## src/rtl/core2wb.sv

```systemverilog
// Core request/response bus to Wishbone pipelined master bridge with outstanding-transaction limit.
// Optional response watchdog and abort path enabled by defining CORE2WB_TIMEOUT_EN.
module core2wb #(
  parameter int unsigned MAX_OUT = 4,
  parameter int unsigned TIMEOUT = 255
) (
  input  logic        clk,
  input  logic        rst_n,
  input  logic        core_req,
  output logic        core_gnt,
  input  logic        core_we,
  input  logic [3:0]  core_be,
  input  logic [31:0] core_addr,
  input  logic [31:0] core_wdata,
  output logic        core_rvalid,
  output logic [31:0] core_rdata,
  output logic        core_err,
  output logic        wb_cyc,
  output logic        wb_stb,
  output logic        wb_we,
  output logic [31:0] wb_adr,
  output logic [3:0]  wb_sel,
  output logic [31:0] wb_dat_m,
  input  logic [31:0] wb_dat_s,
  input  logic        wb_stall,
  input  logic        wb_ack,
  input  logic        wb_err
);

  localparam int unsigned CntW = $clog2(MAX_OUT + 1);
  localparam logic [CntW-1:0] MaxCnt = CntW'(MAX_OUT);
  localparam logic [CntW-1:0] OneCnt = CntW'(1);

  localparam logic [1:0] IDLE   = 2'd0;
  localparam logic [1:0] ACTIVE = 2'd1;

  if (MAX_OUT < 1 || MAX_OUT > 15 || TIMEOUT < 1) begin : g_param_check
    $error("core2wb: MAX_OUT must be 1..15 and TIMEOUT at least 1");
  end

  logic [1:0]      state_q, state_d;
  logic [CntW-1:0] cnt_q, cnt_d;
  logic            stb_q, stb_d;
  logic            rvalid_q, rvalid_d;
  logic            err_q, err_d;
  logic            we_q;
  logic [3:0]      sel_q;
  logic [31:0]     adr_q, dat_m_q, rdata_q;
  logic            resp;
  logic            in_abort;

  assign wb_cyc = (state_q == ACTIVE);
  // Acks or errors outside a bus cycle are not responses.
  assign resp   = wb_cyc && (wb_ack || wb_err);

`ifdef CORE2WB_TIMEOUT_EN
  localparam logic [1:0] ABORT = 2'd2;
  localparam int unsigned WdW = $clog2(TIMEOUT + 1);
  localparam logic [WdW-1:0] WdLast = WdW'(TIMEOUT - 1);

  logic [WdW-1:0] wd_q, wd_d;
  logic           timeout;

  assign in_abort = (state_q == ABORT);
  assign timeout  = wb_cyc && !resp && (wd_q == WdLast);

  always_comb begin
    wd_d = '0;
    if (wb_cyc && !resp) wd_d = wd_q + WdW'(1);
  end

  always_ff @(posedge clk) begin
    if (!rst_n) wd_q <= '0;
    else        wd_q <= wd_d;
  end
`else
  assign in_abort = 1'b0;
`endif

  assign core_gnt = rst_n && core_req && (!stb_q || !wb_stall) && (cnt_q < MaxCnt) && !in_abort;

  always_comb begin
    state_d  = state_q;
    cnt_d    = cnt_q;
    stb_d    = stb_q;
    rvalid_d = 1'b0;
    err_d    = 1'b0;

    if (core_gnt && !resp)      cnt_d = cnt_q + OneCnt;
    else if (!core_gnt && resp) cnt_d = cnt_q - OneCnt;

    // A grant in the accepting cycle keeps stb high for a back-to-back request.
    if (core_gnt)                stb_d = 1'b1;
    else if (stb_q && !wb_stall) stb_d = 1'b0;

    if (resp) begin
      rvalid_d = 1'b1;
      err_d    = wb_err;
    end

    case (state_q)
      IDLE: begin
        if (core_gnt) state_d = ACTIVE;
      end
      ACTIVE: begin
`ifdef CORE2WB_TIMEOUT_EN
        if (timeout) begin
          state_d = ABORT;
          stb_d   = 1'b0;
        end else
`endif
        if (resp && !core_gnt && cnt_q == OneCnt) state_d = IDLE;
      end
`ifdef CORE2WB_TIMEOUT_EN
      ABORT: begin
        // Fail one outstanding transaction per cycle until none remain.
        rvalid_d = 1'b1;
        err_d    = 1'b1;
        cnt_d    = cnt_q - OneCnt;
        if (cnt_q <= OneCnt) state_d = IDLE;
      end
`endif
      default: state_d = IDLE;
    endcase
  end

  always_ff @(posedge clk) begin
    if (!rst_n) begin
      state_q  <= IDLE;
      cnt_q    <= '0;
      stb_q    <= 1'b0;
      rvalid_q <= 1'b0;
      err_q    <= 1'b0;
      we_q     <= 1'b0;
      sel_q    <= '0;
      adr_q    <= '0;
      dat_m_q  <= '0;
      rdata_q  <= '0;
    end else begin
      state_q  <= state_d;
      cnt_q    <= cnt_d;
      stb_q    <= stb_d;
      rvalid_q <= rvalid_d;
      err_q    <= err_d;
      if (core_gnt) begin
        we_q    <= core_we;
        sel_q   <= core_be;
        adr_q   <= core_addr;
        dat_m_q <= core_wdata;
      end
      if (resp) rdata_q <= wb_dat_s;
    end
  end

  assign wb_stb      = stb_q;
  assign wb_we       = we_q;
  assign wb_sel      = sel_q;
  assign wb_adr      = adr_q;
  assign wb_dat_m    = dat_m_q;
  assign core_rvalid = rvalid_q;
  assign core_rdata  = rdata_q;
  assign core_err    = err_q;

endmodule

```

## config.mk

```make
export PLATFORM = sky130hd
export DESIGN_NAME = core2wb
export DESIGN_NICKNAME = d
export VERILOG_FILES = /design/src/rtl/core2wb.sv
export SDC_FILE = /design/constraint.sdc
export NUM_CORES = 1
export LEC_CHECK = 0
export ABC_AREA = 1
export CORE_UTILIZATION = 29
export DETAILED_ROUTE_END_ITERATION = 16
export DONT_BUFFER_PORTS = 1
export PLACE_DENSITY = 0.47
export RECOVER_POWER = 50
export SETUP_SLACK_MARGIN = 0.4
export SYNTH_ARGS = -nofsm -noshare
export SYNTH_HDL_FRONTEND = slang
export SYNTH_SLANG_ARGS = --single-unit
```

## constraint.sdc

```tcl
create_clock -name clk -period 2.1 [get_ports clk]
set_input_delay 0.315 -clock clk [delete_from_list [all_inputs] [get_ports clk]]
set_output_delay 0.315 -clock clk [all_outputs]
set_load 0.005 [all_outputs]
```

Yosys cells after proc, flatten, opt, wreduce, memory -nomap -nowiden
Cells that the tools add are included.

storage, ports and cells
  register bits = 109
  output and inout port bits = 106
  logic and storage cells = 44

cells by class
  add/subtract/negate cells = 2
  magnitude comparators = 1
  mux-type cells = 8
  equality and inequality tests = 4
  reduce and logical (&&, ||, !) cells = 19

operator list
  operator               count
  $logic_and A1 B1 Y1    8
  $mux W3                2
  $logic_not A1 Y1       4
  $mux W2                2
  $pmux W2 S2            1
  $reduce_and A2 Y1      2
  $reduce_bool A2 Y1     2
  $add A3 B1 Y3 const B  1
  $eq A3 B1 Y1 const B   1
  $lt A3 B3 Y1 const B   1
  $mux W1                3
  $sub A3 B1 Y3 const B  1
  $eq A2 B1 Y1 const B   1
  $logic_not A2 Y1       1
  $logic_or A1 B1 Y1     2
  $ne A2 B1 Y1 const B   1
  $ne A2 B2 Y1 const B   1

Longest topological paths before layout
  word-level depth = 9
  mapped depth = 11
  depth with buffers taken out = 10

Worst setup path after synthesis
Ideal clock, no wire load.

  path kind = input-to-reg
  start = in rst_n
  end = reg cnt_q[2]
  stages = 10
  arrival = 1437 ps
  path slack = 553 ps
  required time = 1990 ps
  path through = buf_4 -> nand2_1 -> inv_2 -> buf_2 -> nand3_1 -> ha_1 -> nor2_1 -> nand3_1 -> nand2_1 -> nor2_1

on the way
  longest elaborated chain between the ends = 6
  elaborated cells on any way between the ends = 8
  classes of those cells = 1 x mux; 7 x reduce/logical

RTL lines
  what                               RTL line  text
  start: declaration                 8         input logic rst_n,
  $logic_and A1 B1 Y1 (3 in series)  80        assign core_gnt = rst_n && core_req && (!stb_q || !wb_stall) && (cnt_q < MaxCnt) && !in_abort;
  $logic_not A1 Y1                   90        else if (!core_gnt && resp) cnt_d = cnt_q - OneCnt;
  $logic_and A1 B1 Y1                90
  $reduce_bool A2 Y1 (no line)       --
  end signal: assignment             141       cnt_q <= cnt_d;
  end: declaration                   42        logic [CntW-1:0] cnt_q, cnt_d;

Several ways; a longest one is shown, not always the timed one.
A chain may end at the register's enable or synchronous reset.

Worst setup path in the final report
  start = reg stb_q, in the netlist wb_stb
  end = out core_gnt

on the way
  longest elaborated chain between the ends = 4

RTL lines
  what                               RTL line  text
  start: declaration                 43        logic stb_q, stb_d;
  start signal: assignment           142       stb_q <= stb_d;
  $logic_not A1 Y1                   80
  $logic_or A1 B1 Y1                 80
  $logic_and A1 B1 Y1 (2 in series)  80
  end: declaration                   10        output logic core_gnt,

Every way passes these cells.

==> reports/metrics.yaml <==
finish:
  stdcell_area_um2: 4985
  layout_commonest_cell: "nor2_1"
  layout-drive-gt1-share_pct: 4.992
  syn_to_final_growth_pct: 9.481
  fin_nets: 728
  n_antenna_cell: 0
  final_cell_mix: "208 x nor2_1, 108 x dfxtp_1, 80 x inv_1"
  fin_util_pct: 32.67
  fin_cells: 832
pwr:
  vdd_drop_max_mv: 0.3451
  internal_power_w: 0.003618
  sequentialPowerShare_pct: 47.8
  switching_power_w: 0.001356
  clockPowerShare_pct: 40.0
  p_sw_share_pct: 27.26
  leakagePower_nw: 2.286
  power.density_nw_per_um2: 997.7
  combPwrFrac_pct: 12.2
setup_path:
  critPathCaptureType: "output pin"
  cp-start-kind: "register"
  reg2reg_depth: 5
  arrival_ns: 1.27
  path_class: "reg2out"
  cp_cell_sequence: "nand2_2, inv_2, nor2_8, buf_6"
  worstPathRequired_ns: 1.78
  path_max_fanout: 30
  reg2reg_setup_slack_ns: 0.60
  max_stage_delay_ns: 0.35
  r2r-start: "state_q[0]"
  r2r-end: "cnt_q[1]"
  cpMaxStageDelayCell: "dfxtp_1"
routing:
  top_layer_used: "met4"
  first_pass_iters: 6
  wl_met1_um: 5142
  dr.first_iter.drc_count: 126
  dr_wl_met3_um: 1095
  wirelength_um: 12030
  wl_per_cell_um: 14.46
  ant_nets: 0
  wl_met2_um: 5538
  drc_errors: 0
  vias: 3908
  viasPerCell: 4.697
synthesis:
  synth_area_um2: 4553
  netlist_instances: 641
  syn_nets: 753
  ys_warn_count: 0
  ys_seq_area_share_pct: 47.49
  yosysUniqueCellTypes: 20
  ys_seq_elements: 108
  syn_avg_cell_area_um2: 7.103
cts:
  clock_sinks: 108
  cts-hold-fix-buffers: 0
  cts_buffer_depth: 2
  clkSlewWorstSetupHoldPaths_ns: 0.08
  post_cts_buffers: 0
  clk-insertion-delay-late_ns: 0.35
  htreeDepth: 3
  numCtsBuffers: 9
  cts_resized: 1
  tritoncts: "done"
  clockRootBuffer: "clkbuf_16"
sta:
  max-slew-margin-rel_pct: 54.19
  slew_violations: 0
  post-route-period-util_pct: 75.45
  fin_crit_ns: 1.584
  fin_skew_ns: 0.008091
  fin_hold_ws_ns: 0.05798
  hold_violations: 0
  finalSetupTns_ns: 0
  setup_violations: 0
  rsz0062_at_grt: "no"
  fmax_mhz: 631.1
  worstMarginPinSlew_ns: 0.6871
global_routing:
  grt_pass1_wl_um: 18860
  antenna_found_initial: 0
  grt_start_max_net_pins: 108
  track_usage_pct: 14.85
  grt_overflow: 0
  grt_pass1_vias: 3709
placed_design:
  io_buffers: 0
  routabilityCongestion: 0.7166
  placed_cells: 816
  hpwlAfterDp_um: 7899
  placed_cell_area_um2: 4641
hold_path:
  holdPathStages: 2
  hp-class: "in2reg"
  hold_start: "wb_err"
  min_to: "core_err"
floorplan:
  initial_core_util_pct: 29.84
  die_x_um: 127.3
  fp-row-count: 45
  die_y_um: 127.3
  dieArea_um2: 16210
  io_pins: 213
  core-area_um2: 15260
status:
  status: "complete, no violations"
run:
  max_cap_violations: 0
==> power by group through the flow <==
stage | clock, W | sequential (W) | combinational, W
after floorplan | 0 | 0.00238 | 0.000542
after global placement | 0 | 0.00243 | 0.000594
after detailed placement | 0 | 0.00243 | 0.000614
after CTS | 0.00206 | 0.00238 | 0.000616
after global routing | 0.00212 | 0.00240 | 0.000711
final | 0.00199 | 0.00238 | 0.000607
==> logic make-up (layout without fill, tap and decap cells) <==
logic type | after synthesis | in the layout | share of synthesized area, %
AOI/OAI and AO/OA | 38 | 38 | 4.259
xor gates and xnor gates | 1 | 1 | 0.1924
adders and majority gates | 5 | 5 | 1.374
buffers and inverters | 129 | 109 | 12.37
DFF | 108 | 108 | 47.49
and+or+nand+nor | 360 | 360 | 34.32
==> critical path: cells and delay by family (launching register included) <==
kind          cells  cell delay, ns
flops             1            0.35
buf+inv           2            0.32
simple gates      2            0.23
==> cells in the mapped netlist <==
cell type | count | share of area [%]
nand2_1 | 76 | 6.3
buf_6 | 7 | 1.7
nand3_4 | 1 | 0.38
inv_2 | 3 | 0.25
ha_1 | 5 | 1.4
nor2_8 | 1 | 0.44
buf_1 | 9 | 0.74
a21oi_1 | 2 | 0.22
nor2_1 | 208 | 17
nand4_1 | 70 | 9.6
o21ai_0 | 35 | 3.8
buf_4 | 1 | 0.16
clkbuf_1 | 11 | 0.91
xnor2_1 | 1 | 0.19
buf_2 | 18 | 2.0
dfxtp_1 | 108 | 47
o21ai_2 | 1 | 0.19
nand3_1 | 3 | 0.33
nand2_2 | 1 | 0.14
inv_1 | 80 | 6.6
==> registers in the layout (all words and copies together) (netlist names) <==
signal       cells
core_rdata      32
wb_adr          32
wb_dat_m        32
wb_sel           4
cnt_q            3
core_err         1
core_rvalid      1
state_q          1
wb_stb           1
wb_we            1
==> how the worst max path moves through the flow <==
stage | slack (ns) | startpoint | cells after the start | to
6_report | 0.52 | wb_stb | 4 | core_gnt
5_1_grt | 0.43 | wb_stb | 4 | core_gnt
4_1_cts | 0.47 | wb_stb | 4 | core_gnt
3_5_place_dp | 0.68 | wb_stb | 5 | wb_dat_m[14]
3_3_place_gp | 0.68 | wb_stb | 5 | wb_dat_m[14]
2_1_floorplan | 0.55 | rst_n | 10 | cnt_q[2]
==> stage by stage <==
stage,power (W),setup slack [ns]
after global placement,0.003022,0.6837
after CTS,0.005059,0.4664
after detailed placement,0.003044,0.6797
after global routing,0.005232,0.4314
final,0.004973,0.5156
after floorplan,0.002923,0.5527
==> layout make-up <==
| class | count | area (um^2) |
|---|---|---|
| inverter | 83 | 311.5 |
| timing repair buffer | 10 | 75.07 |
| tap | 211 | 264.0 |
| multi-input combinational | 404 | 1824 |
| clock inverter | 7 | 122.6 |
| fill | 1660 | 10270 |
| clock buffer | 9 | 225.2 |
| sequential | 108 | 2162 |
==> routing by layer <==
metal	GRT usage (%)	up-vias
li1	-	1942
met1	17.16	1796
met2	24.46	155
met3	5.402	15
met4	6.863	0
met5	0	-
Note: power is estimated with default switching activity, not from simulation.
